File: src/rtl/micro_uaz_core.sv
`default_nettype none
// ============================================================================
//  Module   : micro_uaz_core
//  Purpose  : Parametrised multicycle UAZ core. It has eight general registers,
//             {N,C,Z} flags, conditional jumps, a hardware call/return stack
//             and a data bus that uses a req/ack handshake with wait states.
//  Revision : 1.0 - initial release
// ----------------------------------------------------------------------------
//  Parameters
//    DATA_W       register / ALU / data-bus width (>= 8)
//    PC_W         program counter and instruction address width
//    STACK_DEPTH  number of return-address entries (>= 1)
//  Ports
//    Clk                              in   system clock, rising edge
//    Rst                              in   asynchronous reset, active low
//    i_Instrucciones                  in   instruction at current PC
//    o_Bus_Direcciones_Instrucciones  out  PC register
//    i_Bus_Datos_E                    in   read data, sampled when i_Ack=1
//    o_Bus_Datos_S                    out  write data (registered)
//    o_Bus_Direccion_Datos            out  data address (registered)
//    o_Lectura_Escritura              out  1=write, 0=read, valid with o_Req
//    o_Req                            out  bus request (registered)
//    i_Ack                            in   bus acknowledge
//    o_Banderas                       out  {N,C,Z}
//    o_Stack_Err                      out  sticky stack overflow/underflow
//    o_Halted                         out  core stopped by HALT
// ============================================================================
module micro_uaz_core #(
  parameter int DATA_W      = 8,
  parameter int PC_W        = 8,
  parameter int STACK_DEPTH = 4
) (
  input  logic              Clk,
  input  logic              Rst,
  input  logic [15:0]       i_Instrucciones,
  output logic [PC_W-1:0]   o_Bus_Direcciones_Instrucciones,
  input  logic [DATA_W-1:0] i_Bus_Datos_E,
  output logic [DATA_W-1:0] o_Bus_Datos_S,
  output logic [DATA_W-1:0] o_Bus_Direccion_Datos,
  output logic              o_Lectura_Escritura,
  output logic              o_Req,
  input  logic              i_Ack,
  output logic [2:0]        o_Banderas,
  output logic              o_Stack_Err,
  output logic              o_Halted
);

  localparam int SP_W  = $clog2(STACK_DEPTH + 1);
  localparam int IDX_W = (STACK_DEPTH > 1) ? $clog2(STACK_DEPTH) : 1;
  localparam logic [SP_W-1:0] C_SP_FULL = SP_W'(STACK_DEPTH);

  localparam logic [3:0] C_OP_NOP  = 4'h0;
  localparam logic [3:0] C_OP_LDI  = 4'h1;
  localparam logic [3:0] C_OP_MOV  = 4'h2;
  localparam logic [3:0] C_OP_ADD  = 4'h3;
  localparam logic [3:0] C_OP_SUB  = 4'h4;
  localparam logic [3:0] C_OP_AND  = 4'h5;
  localparam logic [3:0] C_OP_OR   = 4'h6;
  localparam logic [3:0] C_OP_XOR  = 4'h7;
  localparam logic [3:0] C_OP_SHL  = 4'h8;
  localparam logic [3:0] C_OP_LD   = 4'h9;
  localparam logic [3:0] C_OP_ST   = 4'hA;
  localparam logic [3:0] C_OP_JMP  = 4'hB;
  localparam logic [3:0] C_OP_CALL = 4'hC;
  localparam logic [3:0] C_OP_RET  = 4'hD;
  localparam logic [3:0] C_OP_CMP  = 4'hE;
  localparam logic [3:0] C_OP_HALT = 4'hF;

  typedef enum logic [1:0] {
    S_EXEC = 2'd0,
    S_MEM  = 2'd1,
    S_HALT = 2'd2
  } state_t;

  state_t                              state_q, state_d;
  logic [PC_W-1:0]                     pc_q, pc_d;
  logic [7:0][DATA_W-1:0]              regs_q, regs_d;
  logic [2:0]                          flags_q, flags_d;
  logic [SP_W-1:0]                     sp_q, sp_d;
  logic [STACK_DEPTH-1:0][PC_W-1:0]    stack_q, stack_d;
  logic [2:0]                          ld_rx_q, ld_rx_d;
  logic                                req_q, req_d;
  logic                                we_q, we_d;
  logic [DATA_W-1:0]                   dout_q, dout_d;
  logic [DATA_W-1:0]                   addr_q, addr_d;
  logic                                err_q, err_d;
  logic                                halt_q, halt_d;

  // Instruction fields; imm overlaps the low bits of ry by design.
  logic [3:0]        w_op;
  logic [2:0]        w_rx;
  logic [2:0]        w_ry;
  logic [7:0]        w_imm;
  logic [DATA_W-1:0] w_rx_val;
  logic [DATA_W-1:0] w_ry_val;
  logic [DATA_W-1:0] w_imm_ext;
  logic [PC_W-1:0]   w_pc_inc;
  logic [PC_W-1:0]   w_target;
  logic [DATA_W:0]   w_sum;
  logic [DATA_W:0]   w_diff;
  logic [DATA_W-1:0] w_shl;
  logic              w_cond;
  logic [IDX_W-1:0]  w_push_idx;
  logic [IDX_W-1:0]  w_pop_idx;

  assign w_op      = i_Instrucciones[15:12];
  assign w_rx      = i_Instrucciones[11:9];
  assign w_ry      = i_Instrucciones[8:6];
  assign w_imm     = i_Instrucciones[7:0];
  assign w_rx_val  = regs_q[w_rx];
  assign w_ry_val  = regs_q[w_ry];
  assign w_imm_ext = DATA_W'(w_imm);
  assign w_pc_inc  = pc_q + PC_W'(1);
  assign w_target  = PC_W'(w_rx_val);

  // One extra bit holds carry-out (add) or borrow (subtract).
  assign w_sum  = {1'b0, w_rx_val} + {1'b0, w_ry_val};
  assign w_diff = {1'b0, w_rx_val} - {1'b0, w_ry_val};
  assign w_shl  = {w_rx_val[DATA_W-2:0], 1'b0};

  assign w_push_idx = IDX_W'(sp_q);
  assign w_pop_idx  = IDX_W'(sp_q - SP_W'(1));

  // Jump condition; flags are {N,C,Z}.
  always_comb begin
    w_cond = 1'b0;
    unique case (w_imm[2:0])
      3'd0: w_cond = 1'b1;
      3'd1: w_cond = flags_q[0];
      3'd2: w_cond = !flags_q[0];
      3'd3: w_cond = flags_q[1];
      3'd4: w_cond = !flags_q[1];
      3'd5: w_cond = flags_q[2];
      3'd6: w_cond = !flags_q[2];
      default: w_cond = 1'b0;
    endcase
  end

  always_comb begin
    state_d = state_q;
    pc_d    = pc_q;
    regs_d  = regs_q;
    flags_d = flags_q;
    sp_d    = sp_q;
    stack_d = stack_q;
    ld_rx_d = ld_rx_q;
    req_d   = req_q;
    we_d    = we_q;
    dout_d  = dout_q;
    addr_d  = addr_q;
    err_d   = err_q;
    halt_d  = halt_q;

    unique case (state_q)
      S_EXEC: begin
        pc_d = w_pc_inc;
        unique case (w_op)
          C_OP_NOP: ;
          C_OP_LDI: regs_d[w_rx] = w_imm_ext;
          C_OP_MOV: regs_d[w_rx] = w_ry_val;
          C_OP_ADD: begin
            regs_d[w_rx] = w_sum[DATA_W-1:0];
            flags_d = {w_sum[DATA_W-1], w_sum[DATA_W], (w_sum[DATA_W-1:0] == '0)};
          end
          C_OP_SUB, C_OP_CMP: begin
            if (w_op == C_OP_SUB) regs_d[w_rx] = w_diff[DATA_W-1:0];
            flags_d = {w_diff[DATA_W-1], w_diff[DATA_W], (w_diff[DATA_W-1:0] == '0)};
          end
          C_OP_AND: begin
            regs_d[w_rx] = w_rx_val & w_ry_val;
            flags_d = {regs_d[w_rx][DATA_W-1], 1'b0, ((w_rx_val & w_ry_val) == '0)};
          end
          C_OP_OR: begin
            regs_d[w_rx] = w_rx_val | w_ry_val;
            flags_d = {regs_d[w_rx][DATA_W-1], 1'b0, ((w_rx_val | w_ry_val) == '0)};
          end
          C_OP_XOR: begin
            regs_d[w_rx] = w_rx_val ^ w_ry_val;
            flags_d = {regs_d[w_rx][DATA_W-1], 1'b0, ((w_rx_val ^ w_ry_val) == '0)};
          end
          C_OP_SHL: begin
            regs_d[w_rx] = w_shl;
            flags_d = {w_shl[DATA_W-1], w_rx_val[DATA_W-1], (w_shl == '0)};
          end
          C_OP_LD, C_OP_ST: begin
            // PC holds until the acknowledge edge.
            pc_d    = pc_q;
            ld_rx_d = w_rx;
            req_d   = 1'b1;
            we_d    = (w_op == C_OP_ST);
            addr_d  = w_ry_val;
            dout_d  = w_rx_val;
            state_d = S_MEM;
          end
          C_OP_JMP: begin
            if (w_cond) pc_d = w_target;
          end
          C_OP_CALL: begin
            if (sp_q == C_SP_FULL) begin
              err_d = 1'b1;
            end else begin
              stack_d[w_push_idx] = w_pc_inc;
              sp_d = sp_q + SP_W'(1);
              pc_d = w_target;
            end
          end
          C_OP_RET: begin
            if (sp_q == '0) begin
              err_d = 1'b1;
            end else begin
              sp_d = sp_q - SP_W'(1);
              pc_d = stack_q[w_pop_idx];
            end
          end
          C_OP_HALT: begin
            // PC stays on the HALT instruction.
            pc_d    = pc_q;
            halt_d  = 1'b1;
            state_d = S_HALT;
          end
          default: ;
        endcase
      end

      S_MEM: begin
        if (i_Ack) begin
          // LD with rx==ry intentionally overwrites the address register.
          if (!we_q) regs_d[ld_rx_q] = i_Bus_Datos_E;
          req_d   = 1'b0;
          we_d    = 1'b0;
          pc_d    = w_pc_inc;
          state_d = S_EXEC;
        end
      end

      S_HALT: ;

      default: state_d = S_EXEC;
    endcase
  end

  always_ff @(posedge Clk or negedge Rst) begin
    if (!Rst) begin
      state_q <= S_EXEC;
      pc_q    <= '0;
      regs_q  <= '0;
      flags_q <= '0;
      sp_q    <= '0;
      stack_q <= '0;
      ld_rx_q <= '0;
      req_q   <= 1'b0;
      we_q    <= 1'b0;
      dout_q  <= '0;
      addr_q  <= '0;
      err_q   <= 1'b0;
      halt_q  <= 1'b0;
    end else begin
      state_q <= state_d;
      pc_q    <= pc_d;
      regs_q  <= regs_d;
      flags_q <= flags_d;
      sp_q    <= sp_d;
      stack_q <= stack_d;
      ld_rx_q <= ld_rx_d;
      req_q   <= req_d;
      we_q    <= we_d;
      dout_q  <= dout_d;
      addr_q  <= addr_d;
      err_q   <= err_d;
      halt_q  <= halt_d;
    end
  end

  assign o_Bus_Direcciones_Instrucciones = pc_q;
  assign o_Bus_Datos_S                   = dout_q;
  assign o_Bus_Direccion_Datos           = addr_q;
  assign o_Lectura_Escritura             = we_q;
  assign o_Req                           = req_q;
  assign o_Banderas                      = flags_q;
  assign o_Stack_Err                     = err_q;
  assign o_Halted                        = halt_q;

endmodule
`default_nettype wire

File: config.mk
export PLATFORM = sky130hd
export DESIGN_NAME = micro_uaz_core
export DESIGN_NICKNAME = d
export VERILOG_FILES = /design/src/rtl/micro_uaz_core.sv
export SDC_FILE = /design/constraint.sdc
export NUM_CORES = 1
export LEC_CHECK = 0
export ABC_AREA = 1
export CAP_MARGIN = 20
export CORE_MARGIN = 5
export CORE_UTILIZATION = 30
export CTS_BUF_LIST = sky130_fd_sc_hd__clkbuf_16
export CTS_CLUSTER_DIAMETER = 150
export DETAILED_ROUTE_END_ITERATION = 7
export GPL_ROUTABILITY_DRIVEN = 0
export PLACE_DENSITY = 0.45
export REMOVE_ABC_BUFFERS = 1
export SYNTH_ARGS = -nofsm -noshare
export SYNTH_HDL_FRONTEND = slang
export SYNTH_SLANG_ARGS = --single-unit
export TNS_END_PERCENT = 1
File: constraint.sdc
create_clock -name Clk -period 3.7 [get_ports Clk]
set_input_delay 0.74 -clock Clk [delete_from_list [all_inputs] [get_ports Clk]]
set_output_delay 0.74 -clock Clk [all_outputs]
set_load 0.05 [all_outputs]
==> summary.txt, run 1 <==
status = finished, final reports clean
Yosys warning total = 0
Leak Pwr = 8.96 nW
Util after Layout = 37.6%
residual overflow from global routing = 0
#FFs+latches synth = 135
register clock-pin slew on the reported worst setup and hold paths = 0.08 ns
Bufs on Longest Clock Path = 2
Rel. slew slack = 33.8%
CP Max Fanout = 8
register area share after synthesis = 23.0%
I/O Buffers = 57
area added between synthesis and finish = 24.5%
worst hold-check path type = in -> async
dominant cell type by area after synthesis = dfrtp_1
Worst VDD drop = 444 µV
worst slew pin tran = 0.992 ns
drt first pass iters = 6
vias in the first global route = 17,700
top-area cell type share of the netlist area = 23.0%
pin count of the biggest net entering global routing = 68
metal1 wirelength = 34.0 mm
fmax = 282 MHz
kind of cell adding the most delay to the critical path = buffers and inverters
Die ar. = 0.0535 mm²
Mapped Cells = 2,592
Seq pwr share = 20.3%
clock sink total = 135
Worst R2R End = regs_q[26]
NetSw = 0.00776 W
Top Metal Used = met4
worst skew pair latency = 0.51 ns
initial antenna violation count = 1
CTS Hold Bufs = 0
first-pass GRT wire length = 118 mm
row count = 81
Tmin final = 3.55 ns
crit path max-delay cell type = clkdlybuf4s50_1
H-tree depth = 4
via count = 19,400
HPWL after DPL = 57.3 mm
Comb pwr share = 66.2%
CTS tree = built
Antenna Nets Post-Route = 0
core area = 0.0486 mm²
number of synthesized flops with an enable pin = 0
count of final hold-check violations = 0
I/O Pins = 58
Req. time, crit path = 4.13 ns
Critical R2R Launch = regs_q[0]
routed length per instance = 23.7 µm
Detailed Route WL = 80.6 mm
Worst Skew = 0.0237 ns
Primary FF master, synth = dfrtp_1
Post-synth ARST share = 100%
Die Span X = 231 µm
RSZ-0062 raised after global routing = yes
Slew Viols, Final = 0
WP buf/inv = 6
# setup viols final = 0
CP peak stage delay = 0.47 ns
fin crit share = 95.9%
largest cells by area after synthesis = dfrtp_1 23%, nand2_1 19%, o21ai_0 12%, nor2_1 8.5%, inv_1 5.9%
Routed met3 length = 9.17 mm
Synth cell types = 43
CP Launch Type = input port
R2R cell count = 17
drt via density = 5.70
syn_area_per_cell = 5.67 µm²
initial core utilization = 30.2%
WL met2 = 33.9 mm
P_int = 0.00626 W
die height = 231 µm
crit path cell chain = clkdlybuf4s50_1 -> buf_6 -> inv_4 -> nand2_4 -> nor2_1 -> nor2_1 -> nand4_1 -> buf_4 -> ha_1 -> fa_2 -> xor2_2 -> buf_4 -> o21ai_0 -> o22ai_1 -> inv_1 -> nand4_1 -> nand2_1 -> a21oi_1
Final #Nets = 2,822
Power Density = 767 mW/mm²
number of CTS-inserted buffers = 17
CP Capture Type = register
DRC = 0
post-synthesis cell area = 0.0147 mm²
max_cap viols = 0
root buf cell = clkbuf_16
WHS = 0.262 ns
WS Path Type = in -> reg
Total GRT Usage = 29.3%
Clock power frac = 13.5%
reg2reg setup slack = 0.60 ns
Net Sw Frac = 55.4%
drt initial violations = 2,572
share of layout cells above drive strength 1 = 13.2%
crit path DAT = 3.98 ns
logic make-up (layout without fill, tap and decap cells):
group | Yosys count | in the layout | synth area share, %
compound gates | 655 | 655 | 24.4
buf+inv | 404 | 587 | 10.8
mux | 2 | 2 | 0.153
simple gates | 1354 | 1354 | 38.2
fa+ha+maj | 33 | 33 | 2.91
other cells | 0 | 2 | 0
flops | 135 | 135 | 23.0
xor+xnor | 9 | 9 | 0.537
sequential cells by signal, summed over array words and instances, names as in the netlist, 2 cells and up:
register,count
ld_rx_q,3
o_Banderas,3
o_Bus_Datos_S,8
o_Bus_Direccion_Datos,8
o_Bus_Direcciones_Instrucciones,8
regs_q,64
sp_q,3
stack_q,32
state_q,2
power groups by stage:
| stage | combinational [W] | sequential, W | clock (W) |
|---|---|---|---|
| after floorplan | 0.00449 | 0.00318 | 0 |
| after global placement | 0.00877 | 0.00284 | 0 |
| after detailed placement | 0.00884 | 0.00285 | 0 |
| after CTS | 0.00890 | 0.00282 | 0.00194 |
| after global routing | 0.0100 | 0.00293 | 0.00198 |
| final | 0.00929 | 0.00285 | 0.00189 |
metrics by stage:
step / setup WS [ns] / cell area, µm² / setup TNS, ns / instances / total power, W
floorplan: -0.491 / 14100 / -22.39 / 2440 / 0.00767
global placement: -0.762 / 17400 / -32.57 / 3363 / 0.0116
detailed placement: -0.807 / 17400 / -34.43 / 3363 / 0.0117
CTS: 0.00771 / 18100 / 0 / 3395 / 0.0137
global route: -0.0254 / 18300 / -0.0847 / 3397 / 0.0150
finish: 0.152 / 18300 / 0 / 3399 / 0.0140
layout by cell type (no fill, tap or decap), types with 49 or more instances in the layout:
cell type        count
nor2_1             327
nand4_1             53
o21ai_0            353
buf_4              226
nand3_1            156
inv_1              227
a21oi_1            143
nand2_1            745
o211ai_1            49
clkdlybuf4s50_1     53
dfrtp_1            135
cell type report:
type | count | area, µm²
Inverter | 252 | 953
Fill cell | 5399 | 30400
Clock buffer | 17 | 425
Timing Repair Buffer | 303 | 2630
Sequential cell | 135 | 3380
Clock inverter | 15 | 194
Multi-Input combinational cell | 2053 | 9920
Antenna cell | 2 | 5.00
Tap cell | 622 | 778
synth_stat cells (9+ instances only):
cell type  number
nand2_1       754
o21ai_0       360
nor2_1        333
inv_1         230
nand3_1       158
a21oi_1       147
dfrtp_1       135
clkbuf_1       93
nand4_1        53
o211ai_1       49
buf_2          45
o22ai_1        42
ha_1           31
nor3_1         24
inv_2          16
o21bai_1       14
a22oi_1        12
buf_1          11
nand2_4         9
xor2_1          9
metal layers:
metal / global-route usage (%) / vias to the layer above
met2: 44.0 / 1225
met3: 7.37 / 239
met4: 11.9 / 0
met5: 0 / -
met1: 40.3 / 9019
li1: - / 8897
how the worst max path moves through the flow:
stage | from | end | slack [ns] | cells after the start
floorplan | i_Instrucciones[11] | regs_q[12] | -0.49 | 20
global placement | i_Instrucciones[9] | regs_q[47] | -0.76 | 22
detailed placement | i_Instrucciones[9] | regs_q[55] | -0.81 | 22
CTS | i_Instrucciones[10] | regs_q[28] | 0.008 | 23
global route | i_Instrucciones[9] | regs_q[7] | -0.03 | 22
finish | i_Instrucciones[9] | regs_q[26] | 0.15 | 18
repair_timing:
| action | in CTS | in global routing |
|---|---|---|
| setup buffers | 0 | 2 |
| resized for setup | 8 | 50 |
| pin swaps | 0 | 7 |
| setup endpoints to repair | 36 | 56 |
| gates cloned | 0 | 0 |
(Power assumes the default switching activity.)
==> run 2, diff against run 1 <==
--- a/config.mk
+++ b/config.mk
@@ -7,6 +7,7 @@
 export LEC_CHECK = 0
 export ABC_AREA = 1
 export CAP_MARGIN = 20
+export CORE_ASPECT_RATIO = 1.25
 export CORE_MARGIN = 5
 export CORE_UTILIZATION = 30
 export CTS_BUF_LIST = sky130_fd_sc_hd__clkbuf_16
==> summary.txt, run 2 (same netlist as run 1, synthesis figures left out) <==
placed insts = 3,450 (+2.6%)
initial core utilization = 30.3% (+0.14 points)
WP buf/inv = 8 (+2)
drt first pass iters = 8 (+2)
CP Capture Type = register
Die ar. = 0.0535 mm² (about the same)
Die Span X = 208 µm (-10%)
area added between synthesis and finish = 28.2%
worst hold-check path type = in -> async
highest-count cells in the layout ignoring fill and taps = 748 x nand2_1, 355 x o21ai_0, 328 x nor2_1, 277 x buf_4, 229 x inv_1
CP Launch Type = input port
first-pass GRT wire length = 116 mm (-1.3%)
Leak Pwr = 9.27 nW (+3.4%)
crit path DAT = 3.91 ns (-0.07 ns)
# setup viols final = 0 (unchanged)
share of layout cells above drive strength 1 = 14.6% (+1.4 points)
residual overflow from global routing = 0 (unchanged)
Rel. slew slack = 23.2% (-11 points)
Tmin final = 3.51 ns (-0.0349 ns)
core area = 0.0484 mm² (-0.46%)
HPWL after DPL = 58.4 mm (+1.9%)
Antenna Nets Post-Route = 0 (unchanged)
Total GRT Usage = 28.5% (-0.85 points)
CP peak stage delay = 0.48 ns (about the same)
root buf cell = clkbuf_16
Req. time, crit path = 4.10 ns (-0.03 ns)
CP Max Fanout = 13 (+5)
worst slack at placement = -0.852 ns (-0.0446 ns)
Final #Nets = 2,886 (+2.3%)
number of CTS-inserted buffers = 17 (unchanged)
Worst VDD drop = 322 µV (-27%)
worst skew pair latency = 0.47 ns (-0.04 ns)
die height = 257 µm (+11%)
fin crit share = 95.0% (-0.94 points)
I/O Pins = 58 (unchanged)
fmax = 285 MHz (+0.99%)
antenna fix cells = 0 (-2)
setup bufs post-CTS = 0 (unchanged)
drt initial violations = 2,171 (-16%)
Most flops, register = regs_q
final-layout fill cell count = 5,332 (-1.2%)
I/O Buffers = 57 (unchanged)
kind of cell adding the most delay to the critical path = buffers and inverters
Finished Layout Cells = 3,482 (+2.4%)
RSZ-0062 raised after global routing = no
Bufs on Longest Clock Path = 2 (unchanged)
Power Density = 749 mW/mm² (-2.3%)
CTS tree = built
DRC = 0 (unchanged)
register clock-pin slew on the reported worst setup and hold paths = 0.07 ns (about the same)
crit path max-delay cell type = clkdlybuf4s50_1
final setup margin = 0.186 ns (+0.0349 ns)
crit path cell chain = clkdlybuf4s50_1 -> buf_6 -> buf_8 -> buf_4 -> nor2_1 -> o21ai_0 -> nand3_1 -> nand2_2 -> buf_4 -> inv_1 -> ha_1 -> a21oi_1 -> nand3_1 -> nand2_1 -> nand3_1 -> nand2_2 -> buf_12 -> inv_1 -> nand3_1 -> nand2_1 -> nand2_1 -> nand2_1 -> a21oi_2
worst slew pin tran = 1.15 ns (+0.153 ns)
via count = 19,500 (+0.44%)
vias in the first global route = 18,500 (+4.9%)
drt via density = 5.59 (-2.0%)
initial antenna violation count = 0 (-1)
H-tree depth = 4 (unchanged)
routed length per instance = 22.8 µm (-4.0%)
Largest register FFs = 64 (unchanged)
max_cap viols = 0 (unchanged)
row count = 90 (+11%)
pin count of the biggest net entering global routing = 75 (+10%)
commonest non-fill, non-tap cell in the layout = nand2_1
Detailed Route WL = 79.3 mm (-1.6%)
CTS Hold Bufs = 0 (unchanged)
WS Path Type = in -> reg
clock sink total = 135 (unchanged)
Slew Viols, Final = 0 (unchanged)
status = finished, final reports clean
count of final hold-check violations = 0 (unchanged)
biggest regs = regs_q: 64 flops, stack_q: 32 flops
Worst Skew = 0.0104 ns (-0.0133 ns)
==> run 2: power breakdown <==
part	switching (W)	internal, W
Clock	0.000775	0.00105
Sequential	0.000683	0.00218
Combinational	0.00604	0.00339
==> run 2: stage by stage <==
step           utilization (%)  hold WS [ns]  total power [W]  setup TNS (ns)  cell area [µm²]
2_1_floorplan                -         0.444          0.00767          -22.39            14100
3_3_place_gp              37.4         0.459           0.0119          -34.50            18100
3_5_place_dp              37.4         0.457           0.0120          -36.17            18100
4_1_cts                   38.7         0.307           0.0139               0            18700
5_1_grt                   38.9         0.357           0.0151               0            18800
6_report                  38.9         0.289           0.0141               0            18800
==> run 2: final cells by class <==
cell class                 count  area, µm²  area share [%]
multi-input combinational   2053       9840            52.3
sequential                   135       3380            17.9
timing repair buffer         367       3270            17.4
inverter                     252        951            5.05
tap                          644        806            4.28
clock buffer                  17        425            2.26
clock inverter                14        159           0.844
==> run 2: repair_timing <==
action                                  CTS  global route
hold endpoints to repair                  0             0
endpoints found under the setup margin   37            50
pin swaps                                 1             5
cloned                                    0             1
gates resized for setup                  10            32
==> run 2: metal layers <==
layer	share of wire (%)	GRT usage, %
met5	0	0
met4	8.0	19.7
met3	8.0	4.36
met2	46	47.1
met1	38	33.9
==> run 2: worst paths after layout <==
path	startpoint	endpoint	slack (ns)	cells past startpoint
max in group asynchronous	Rst	regs_q[35]	2.57	2
min reg2reg	o_Halted	o_Halted	0.47	2
max	i_Instrucciones[7]	regs_q[46]	0.19	23
min	Rst	o_Bus_Direccion_Datos[0]	0.29	1
max reg2reg	regs_q[0]	regs_q[46]	0.45	22
min in group Clk	o_Halted	o_Halted	0.47	2
